## config.mk

```make
export PLATFORM = sky130hd
export DESIGN_NAME = distance_filter_flat
export DESIGN_NICKNAME = d
export VERILOG_FILES = /design/src/rtl/distance_filter_if.sv /design/src/rtl/distance_filter.sv /design/src/flat_wrapper.sv
export SDC_FILE = /design/constraint.sdc
export NUM_CORES = 1
export LEC_CHECK = 0
export CAP_MARGIN = 20
export CORE_MARGIN = 5
export CORE_UTILIZATION = 30
export DETAILED_ROUTE_END_ITERATION = 7
export HOLD_SLACK_MARGIN = 0.08
export PLACE_DENSITY = 0.52
export SLEW_MARGIN = 20
export SYNTH_ARGS = -nofsm -noshare
export SYNTH_HDL_FRONTEND = slang
export SYNTH_SLANG_ARGS = --single-unit
```

## constraint.sdc

```tcl
create_clock -name i_clk -period 8.1 [get_ports i_clk]
set_input_delay 1.215 -clock i_clk [delete_from_list [all_inputs] [get_ports i_clk]]
set_output_delay 1.215 -clock i_clk [all_outputs]
set_load 0.1 [all_outputs]
```

## src/rtl/distance_filter_if.sv

```systemverilog
// Interface between the distance measurement block, the smoothing filter and the BCD stage.
// The master drives raw distance/ready; the slave (the filter) returns filtered distance, start and lock.
interface distance_filter_if #(
  parameter int DATA_W = 9
);
  logic [DATA_W-1:0] i_distance;
  logic              i_rdy;
  logic [DATA_W-1:0] o_distance;
  logic              o_start;
  logic              o_locked;

  modport master (
    output i_distance,
    output i_rdy,
    input  o_distance,
    input  o_start,
    input  o_locked
  );

  modport slave (
    input  i_distance,
    input  i_rdy,
    output o_distance,
    output o_start,
    output o_locked
  );
endinterface

```

## src/rtl/distance_filter.sv

```systemverilog
// Moving-average smoother for ultrasonic distance readings; zero readings are skipped.
// Optional outlier rejection is compiled in when DIST_FILTER_OUTLIER_EN is defined.
module distance_filter #(
  parameter int DATA_W      = 9,
  parameter int LOG2_DEPTH  = 2,
  parameter int MAX_INVALID = 3,
  parameter int OUTLIER_CM  = 50
) (
  input  logic               i_clk,
  input  logic               i_reset,
  distance_filter_if.slave   bus
);

  localparam int DEPTH = 1 << LOG2_DEPTH;
  localparam int SUM_W = DATA_W + LOG2_DEPTH;
  localparam int CNT_W = $clog2(MAX_INVALID + 1);

  typedef enum logic {
    ST_EMPTY,
    ST_TRACKING
  } state_t;

  state_t                r_state, w_state_next;
  logic [DATA_W-1:0]     r_buf [DEPTH];
  logic [SUM_W-1:0]      r_sum, w_sum_next, w_sum_upd;
  logic [LOG2_DEPTH-1:0] r_ptr, w_ptr_next;
  logic [CNT_W-1:0]      r_inv_cnt, w_inv_cnt_next;
  logic [DATA_W-1:0]     r_distance, w_distance_next;
  logic                  r_start;
  logic                  r_rdy_prev;
  logic                  w_event;
  logic                  w_nonzero;
  logic                  w_outlier;
  logic                  w_seed;
  logic                  w_push;

  assign w_event   = bus.i_rdy & ~r_rdy_prev;
  assign w_nonzero = (bus.i_distance != '0);

  // Sum always contains the entry being replaced, so the subtraction cannot underflow.
  assign w_sum_upd = r_sum - SUM_W'(r_buf[r_ptr]) + SUM_W'(bus.i_distance);

`ifdef DIST_FILTER_OUTLIER_EN
  logic [DATA_W:0] w_abs_diff;
  assign w_abs_diff = (bus.i_distance >= r_distance)
                    ? ({1'b0, bus.i_distance} - {1'b0, r_distance})
                    : ({1'b0, r_distance} - {1'b0, bus.i_distance});
  assign w_outlier  = (w_abs_diff > (DATA_W + 1)'(OUTLIER_CM));
`else
  assign w_outlier  = 1'b0;
`endif

  always_ff @(posedge i_clk) begin
    if (i_reset) begin
      r_state    <= ST_EMPTY;
      r_sum      <= '0;
      r_ptr      <= '0;
      r_inv_cnt  <= '0;
      r_distance <= '0;
      r_start    <= 1'b0;
      // Treat ready as already seen so a level held across reset is not an event.
      r_rdy_prev <= 1'b1;
    end else begin
      r_state    <= w_state_next;
      r_sum      <= w_sum_next;
      r_ptr      <= w_ptr_next;
      r_inv_cnt  <= w_inv_cnt_next;
      r_distance <= w_distance_next;
      r_start    <= w_event;
      r_rdy_prev <= bus.i_rdy;
    end
  end

  always_comb begin
    w_state_next    = r_state;
    w_sum_next      = r_sum;
    w_ptr_next      = r_ptr;
    w_inv_cnt_next  = r_inv_cnt;
    w_distance_next = r_distance;
    w_seed          = 1'b0;
    w_push          = 1'b0;

    if (w_event) begin
      case (r_state)
        ST_EMPTY: begin
          if (w_nonzero) begin
            w_seed          = 1'b1;
            w_sum_next      = {bus.i_distance, {LOG2_DEPTH{1'b0}}};
            w_ptr_next      = '0;
            w_inv_cnt_next  = '0;
            w_distance_next = bus.i_distance;
            w_state_next    = ST_TRACKING;
          end else begin
            w_distance_next = '0;
          end
        end
        ST_TRACKING: begin
          if (w_nonzero && !w_outlier) begin
            w_push          = 1'b1;
            w_sum_next      = w_sum_upd;
            w_ptr_next      = r_ptr + 1'b1;
            w_inv_cnt_next  = '0;
            w_distance_next = w_sum_upd[SUM_W-1:LOG2_DEPTH];
          end else if (r_inv_cnt == CNT_W'(MAX_INVALID - 1)) begin
            w_inv_cnt_next  = '0;
            w_distance_next = '0;
            w_state_next    = ST_EMPTY;
          end else begin
            w_inv_cnt_next  = r_inv_cnt + 1'b1;
          end
        end
        default: w_state_next = ST_EMPTY;
      endcase
    end
  end

  // Per-entry registers: seeding writes every slot in one cycle.
  generate
    for (genvar gi = 0; gi < DEPTH; gi++) begin : g_buf
      always_ff @(posedge i_clk) begin
        if (i_reset) begin
          r_buf[gi] <= '0;
        end else if (w_seed || (w_push && (r_ptr == LOG2_DEPTH'(gi)))) begin
          r_buf[gi] <= bus.i_distance;
        end
      end
    end
  endgenerate

  assign bus.o_distance = r_distance;
  assign bus.o_start    = r_start;
  assign bus.o_locked   = (r_state == ST_TRACKING);

endmodule
```

## src/flat_wrapper.sv

```systemverilog
// flat-port wrapper written by rule: the top's interface ports become plain ports
module distance_filter_flat 
#(
  parameter int DATA_W      = 9,
  parameter int LOG2_DEPTH  = 2,
  parameter int MAX_INVALID = 3,
  parameter int OUTLIER_CM  = 50
)
  (i_clk, i_reset, bus_i_distance, bus_i_rdy, bus_o_distance, bus_o_start, bus_o_locked);
  distance_filter_if #(.DATA_W(DATA_W)) bus_i ();
  input  logic i_clk;
  input  logic i_reset;
  input wire logic [$bits(bus_i.i_distance)-1:0] bus_i_distance;
  input wire logic [$bits(bus_i.i_rdy)-1:0] bus_i_rdy;
  output wire logic [$bits(bus_i.o_distance)-1:0] bus_o_distance;
  output wire logic [$bits(bus_i.o_start)-1:0] bus_o_start;
  output wire logic [$bits(bus_i.o_locked)-1:0] bus_o_locked;
  assign bus_i.i_distance = bus_i_distance;
  assign bus_i.i_rdy = bus_i_rdy;
  assign bus_o_distance = bus_i.o_distance;
  assign bus_o_start = bus_i.o_start;
  assign bus_o_locked = bus_i.o_locked;
  distance_filter #(.DATA_W(DATA_W), .LOG2_DEPTH(LOG2_DEPTH), .MAX_INVALID(MAX_INVALID), .OUTLIER_CM(OUTLIER_CM)) u_core (.i_clk(i_clk), .i_reset(i_reset), .bus(bus_i));
endmodule
```

==> metrics.md, run 1 <==
| Metric | Value |
|---|---|
| Total clock sinks | 65 |
| Io pins | 23 |
| Max Clk Rate | between 200 and 300 MHz |
| Logic pwr share | 0.162 |
| CP Data Arrival Time | 4.15 ns |
| CP Max Fanout | 7 |
| Synth Register Bits | 65 |
| Vias in the first global route | 2,583 |
| Clk_lat worst skew | 0.34 ns |
| Post-CTS Setup Inserts | 0 |
| # fillers | 1,092 |
| Adder-cell share of the synthesized area | 0.1040 |
| Setup Skew | between 0.009 and 0.01 ns |
| Synth warn | 0 |
| Leakage | 1.739 nW |
| Routed len/inst | around 17 microns |
| GRT Resource Usage Total | 0.1313 |
| Starting Density | 0.3083 |
| Nature of the critical path startpoint | input pin |
| Via count | 2,524 |
| Clock power frac | 0.447 |
| Run status | finished clean |
| Compound-Gate Fraction of Synth Area | 0.1062 |
| Clk slew on worst S/H paths | 0.06 ns |
| Cell variety after synth | 46 |
| Actual slew at the worst max-slew pin | around 1 ns |
| Slew Viols, Final | 0 |
| CTS max path bufs | 2 |
| ANT cells | 0 |
| Finished Core Util | 0.3693 |
| Slew HR | 0.3492 |
| Synth async-reset ratio | 0 |
| Critical Path RT | 8.34 ns |
| Setup TNS | 0 ns |
| Internal power | about 0.00069 W |
| Die width | roughly 120 microns |
| Grt ovf | 0 |
| Largest family of logic cells by synthesized area | simple AND/OR/NAND/NOR gates |
| Largest net degree at the start of global routing | 30 |
| Dpl hpwl | 6.098 mm |
| Critical path class | in2reg |
| Die height | 118.6 microns |
| Max rail drop VDD | 0.1353 mV |
| Post-CTS resize count | 0 |
| Critical Path Sink Type | flip-flop |
| Cts bufs inserted | 9 |
| First-pass GRT wire length | approximately 14 mm |
| Cts hold-fix bufs | 0 |
| Commonest cells after routing, fill and taps aside | 41 x inv_1, 36 x and3_1, 36 x edfxtp_1 |
| Std cell rows | 39 |
| Gpl congestion | 0.8239 |
| XOR/XNOR share of the synthesized area | 0.01486 |
| Leading cell type in the layout, fill and taps excluded | inv_1 |
| Max-cap violations | 0 |
| Post-Synth Simple-Gate Area | 0.1709 |
| CTS H-tree lvls | 3 |
| Share of cells above drive strength 1 | 0.09418 |
| Die area | 14,060 sq um |
| Area of the multi-input gates | 1679 sq um |
| Routed wire length | just under 9 mm |
| DR iter-0 viols | 170 |
| Synth Area per Inst | 10.59 sq um |
| Flop pwr share | 0.391 |
| Synth Instances | ~330 |
| Register area share after synthesis | 0.4699 |
| DRC viols | 0 |
| Min-delay worst type | reg2reg |
| Final setup viols | 0 |
| Vias/cell | 5.008 |
| Core ar. | approximately 11,000 sq um |
| Unrepaired setup endpoints after global routing | false |
| Period Utilization, post-route | 0.4821 |
| TritonCTS clock tree | built |
| Switching share of total power | 0.2695 |
| CTS root buffer | clkbuf_16 |
| First-pass DRT Iterations | 4 |
| Initial antenna violation count | 0 |
| Layout area overhead | 19.78% |
| Primary FF master, synth | edfxtp_1 |
| P per Cell Area | 223.7 nW/um^2 |
| Fin crit period | about 3.9 ns |
| Port bufs | 22 |
| Fin nets | around 390 |
| Sw power | 0.0002553 W |
| Mux cell area share after synthesis | 0.07466 |
| Routed Antenna Nets | 0 |
| Reg area | ~1700 sq um |
| Post-Syn Nets | 370 |
| Final hold vios | 0 |
| Netlist Area Pre-Place | 3536 sq um |
| Post-synth EDFFs | 36 |
==> kinds of logic after synthesis <==
kind of cell / count (synthesis)
fa+ha+maj: 24
xor+xnor: 6
compound gates: 56
flops: 65
simple gates: 114
mux: 15
buf+inv: 54
==> stage by stage <==
| step | power (W) | area, sq um | hold slack, ns | instances | worst slack [ns] |
|---|---|---|---|---|---|
| 2_1_floorplan | 0.0004871 | 3536 | 0.4250 | 334 | 4.707 |
| 3_3_place_gp | 0.0005295 | 3900 | 0.4409 | 488 | 3.949 |
| 3_5_place_dp | 0.0005301 | 3900 | 0.4487 | 488 | 3.834 |
| 4_1_cts | 0.0009567 | 4227 | 0.4574 | 504 | 4.164 |
| 5_1_grt | 0.0009881 | 4235 | 0.4858 | 504 | 3.985 |
| 6_report | 0.0009473 | 4235 | 0.4549 | 504 | 4.195 |
==> per-layer routing <==
metal | track usage | up-vias | share of wire | routed length [microns]
met5 | 0 | - | 0 | 0
met3 | 0.02483 | 12 | 0.028 | 243
met1 | 0.1749 | 1216 | 0.47 | 4053
met2 | 0.2073 | 51 | 0.49 | 4260
li1 | - | 1245 | - | -
met4 | 0.05882 | 0 | 0.018 | 158
==> path summary, 6_finish.rpt <==
check | from | end | slack (ns) | cells after the start
max | bus_i_distance[6] | u_core.r_sum[10] | 4.20 | 10
min | u_core.bus.o_distance[6] | u_core.bus.o_distance[6] | 0.45 | 2
max reg2reg | flip-flop | u_core.r_sum[10] | 4.44 | 9
min reg2reg | u_core.bus.o_distance[6] | u_core.bus.o_distance[6] | 0.45 | 2
==> critical path: stages <==
cell	delay, ns
clkdlybuf4s50_1	0.68
inv_1	0.12
fa_1	0.55
inv_1	0.05
ha_1	0.23
a211o_1	0.32
or4b_1	0.53
nor3_2	0.14
nor3_1	0.09
a311oi_2	0.23
==> area by class of cell <==
class                      count  area share
multi-input combinational    215      0.3965
tap                          143     0.04225
timing repair buffer          24     0.05554
inverter                      41     0.03634
clock inverter                 7     0.02393
sequential                    65      0.3923
clock buffer                   9     0.05318
==> synth_stat cells, drive strengths merged (4+ instances only) <==
master / count / area, sq um
nand3: 10 / 50.05
xnor2: 4 / 35.03
nor2: 15 / 56.30
nor3: 6 / 35.03
nand2: 27 / 101.4
a21o: 6 / 45.04
clkbuf: 7 / 27.52
dfxtp: 29 / 580.6
a21oi: 14 / 70.07
ha: 15 / 187.7
o21ai: 12 / 63.81
nand2b: 8 / 50.05
and3: 36 / 225.2
edfxtp: 36 / 1081
mux2i: 5 / 50.05
nor2b: 4 / 25.02
mux4: 9 / 202.7
inv: 41 / 153.9
a211oi: 6 / 45.04
buf: 6 / 28.77
fa: 9 / 180.2
==> power by group through the flow <==
stage / combinational [W] / sequential, W / clock (W)
after floorplan: 0.0000970 / 0.000390 / 0
after global placement: 0.000153 / 0.000377 / 0
after detailed placement: 0.000153 / 0.000377 / 0
after CTS: 0.000154 / 0.000370 / 0.000432
after global routing: 0.000172 / 0.000372 / 0.000444
final: 0.000154 / 0.000370 / 0.000423
==> registers in the layout, summed over array words and instances, names as in the netlist, named ones only <==
signal and cells:
u_core.bus.o_distance 9, u_core.bus.o_locked 1, u_core.bus.o_start 1, u_core.r_buf 36, u_core.r_inv_cnt 2, u_core.r_ptr 2, u_core.r_rdy_prev 1, u_core.r_sum 11
No activity file was read; power rests on OpenSTA's default activity.
==> inputs of run 2 (changes only) <==
Clock period 8.1 ns to 3.8 ns, I/O delays scaled along.
==> metrics.md, run 2 (synthesis results as in run 1) <==
| Metric | Value |
|---|---|
| Routed Antenna Nets | 0 (unchanged) |
| Slew Viols, Final | 0 (unchanged) |
| CP Data Arrival Time | 3.59 ns (was 4.15 ns) |
| CTS H-tree lvls | 3 (unchanged) |
| Share of cells above drive strength 1 | 0.1206 (was 0.09418) |
| Unrepaired setup endpoints after global routing | false (unchanged) |
| Critical path class | reg2reg (was in2reg) |
| Fin crit period | around 3.3 ns |
| TritonCTS clock tree | built (unchanged) |
| R2R Setup Slk | 0.45 ns (was 4.44 ns) |
| CP cell instances | buf_4 > mux4_2 > fa_1 > inv_1 > ha_1 > a211o_1 > or4b_1 > nor3_2 > nor3_1 > a311oi_2 (was clkdlybuf4s50_1 > inv_1 > fa_1 > inv_1 > ha_1 > a211o_1 > or4b_1 > nor3_2 > nor3_1 > a311oi_2) |
| Die height | 118.6 microns (unchanged) |
| Die area | 14,060 sq um (unchanged) |
| Crit path capture | u_core.r_sum[10] (unchanged) |
| PnR worst setup slack | 0.4510 ns (was 4.195 ns) |
| P per Cell Area | 455.0 nW/um^2 (was 223.7 nW/um^2) |
| Io pins | 23 (unchanged) |
| Routed len/inst | 17.26 microns (was 17.29 microns) |
| Commonest cells after routing, fill and taps aside | 41 x inv_1, 36 x and3_1, 36 x edfxtp_1 (unchanged) |
| Placed Area | 3988 sq um (was 3900 sq um) |
| GRT Resource Usage Total | 0.1316 (was 0.1313) |
| Fin nets | 404 (was 392) |
| Max-cap violations | 0 (unchanged) |
| Gpl congestion | 0.8106 (was 0.8239) |
| Most flops, register | u_core.r_buf (unchanged) |
| Dpl hpwl | 6.322 mm (was 6.098 mm) |
| Min-delay worst type | reg2reg (unchanged) |
| Starting Density | 0.3083 (unchanged) |
| Max FFs per register | 36 (unchanged) |
| Critical Path Sink Type | flip-flop (unchanged) |
| Layout area overhead | 20.95% (was 19.78%) |
| Place WS | 0.3101 ns (was 3.834 ns) |
| Clk slew on worst S/H paths | 0.06 ns (about the same) |
| Post-CTS resize count | 0 (unchanged) |
| Setup TNS | 0 ns (unchanged) |
| Period Utilization, post-route | 0.8813 |
| Leading cell type in the layout, fill and taps excluded | inv_1 (unchanged) |
| Core ar. | 11,470 sq um (unchanged) |
| Leakage | 1.788 nW (was 1.739 nW) |
| Total clock sinks | 65 (unchanged) |
| Setup Skew | 0.009832 ns (was 0.009706 ns) |
| Grt ovf | 0 (unchanged) |
| WP depth | 10 (unchanged) |
| Reg2reg end | u_core.r_sum[10] (unchanged) |
| Largest net degree at the start of global routing | 22 (was 30) |
| First-pass DRT Iterations | 4 (unchanged) |
| Vias/cell | 4.971 (was 5.008) |
| ANT cells | 0 (unchanged) |
| First-pass GRT wire length | 14.31 mm (was 14.42 mm) |
| Slowest CP cell | mux4_2 (was clkdlybuf4s50_1) |
| Post-route cell area | 4277 sq um (was 4235 sq um) |
| Initial antenna violation count | 0 (unchanged) |
| Final setup viols | 0 (unchanged) |
| Cts bufs inserted | 9 (unchanged) |
| Cells on worst reg2reg path | 10 (was 9) |
| DR iter-0 viols | 222 (was 170) |
| Final hold vios | 0 (unchanged) |
| Run status | finished clean (unchanged) |
| Slew HR | 0.3455 (was 0.3492) |
| Port bufs | 22 (unchanged) |
| Crit path max-delay family | adder cells (was buffers and inverters) |
| Max Clk Rate | between 200 and 300 MHz |
| Vias in the first global route | 2,565 (was 2,583) |
| # fillers | 1,161 (was 1,092) |
| Area of the multi-input gates | 1670 sq um (was 1679 sq um) |
| DRC viols | 0 (unchanged) |
| Worst path max stage delay | 0.56 ns (was 0.68 ns) |
| Actual slew at the worst max-slew pin | 0.9786 ns (was 0.9731 ns) |
| Via count | 2,565 (was 2,524) |
| Std cell rows | 39 (unchanged) |
| WP buf/inv | 2 (was 3) |
| CP Max Fanout | 9 (was 7) |
| CTS root buffer | clkbuf_16 (unchanged) |
| Die width | 118.6 microns (unchanged) |
| Reg area | 1662 sq um (unchanged) |
| Routed wire length | 8.907 mm (was 8.715 mm) |
| Max rail drop VDD | 0.2433 mV (was 0.1353 mV) |
| Post-CTS Setup Inserts | 0 (unchanged) |
| Cts hold-fix bufs | 0 (unchanged) |
| Clk_lat worst skew | 0.34 ns (about the same) |
| CTS max path bufs | 2 (unchanged) |
| Nature of the critical path startpoint | flip-flop (was input pin) |
| Critical Path RT | 4.04 ns (was 8.34 ns) |
-- run 2: cell count changes in the layout (fill, tap and decap cells not counted), moves of 2 or more --
| cell | delta |
|---|---|
| buf_4 | +13 |
| clkbuf_1 | +2 |
| clkinv_2 | +2 |
| inv_6 | -2 |
-- run 2: layout make-up --
class	instances	area share
clock buffer	11	0.05442
sequential	65	0.3885
timing repair buffer	36	0.07548
inverter	41	0.03599
clock inverter	5	0.01317
multi-input combinational	215	0.3906
tap	143	0.04184
-- run 2: worst min path at each step --
stage                                   startpoint                       end  slack (ns)  depth (start not counted)
final                     u_core.bus.o_distance[1]  u_core.bus.o_distance[1]        0.45                          2
after global routing               u_core.r_sum[1]           u_core.r_sum[1]        0.48                          2
after CTS                          u_core.r_sum[0]           u_core.r_sum[0]        0.46                          2
after detailed placement  u_core.bus.o_distance[3]  u_core.bus.o_distance[3]        0.45                          2
after global placement             u_core.r_sum[0]           u_core.r_sum[0]        0.44                          2
after floorplan                    u_core.r_sum[8]           u_core.r_sum[8]        0.43                          2
-- run 2: tightest hold or removal path, cell delays in order, from the launching register on --
cell and delay (ns):
dfxtp_1 0.32, nand2_1 0.04, o21ai_0 0.05
-- run 2: layer usage --
layer	GRT usage	share of wire	up-vias
met5	0	0	-
met4	0.05174	0.020	0
met3	0.02913	0.032	12
met2	0.2056	0.48	47
met1	0.1775	0.46	1243
li1	-	-	1263
-- run 2: metrics by stage --
stage          power [W]  std cells  utilization  hold WS [ns]
2_1_floorplan   0.001038        334            -        0.4250
3_3_place_gp    0.001139        500       0.3477        0.4423
3_5_place_dp    0.001139        500       0.3477        0.4462
4_1_cts         0.001963        516       0.3729        0.4556
5_1_grt         0.002031        516       0.3729        0.4820
6_report        0.001946        516       0.3729        0.4530
-- run 2: report_power, final --
group	internal, W	total [W]	switching, W	leakage, nW
clock network	0.000507	0.000822	0.000315	0.139
registers	0.000774	0.000785	0.0000108	0.615
logic	0.000128	0.000339	0.000212	1.03
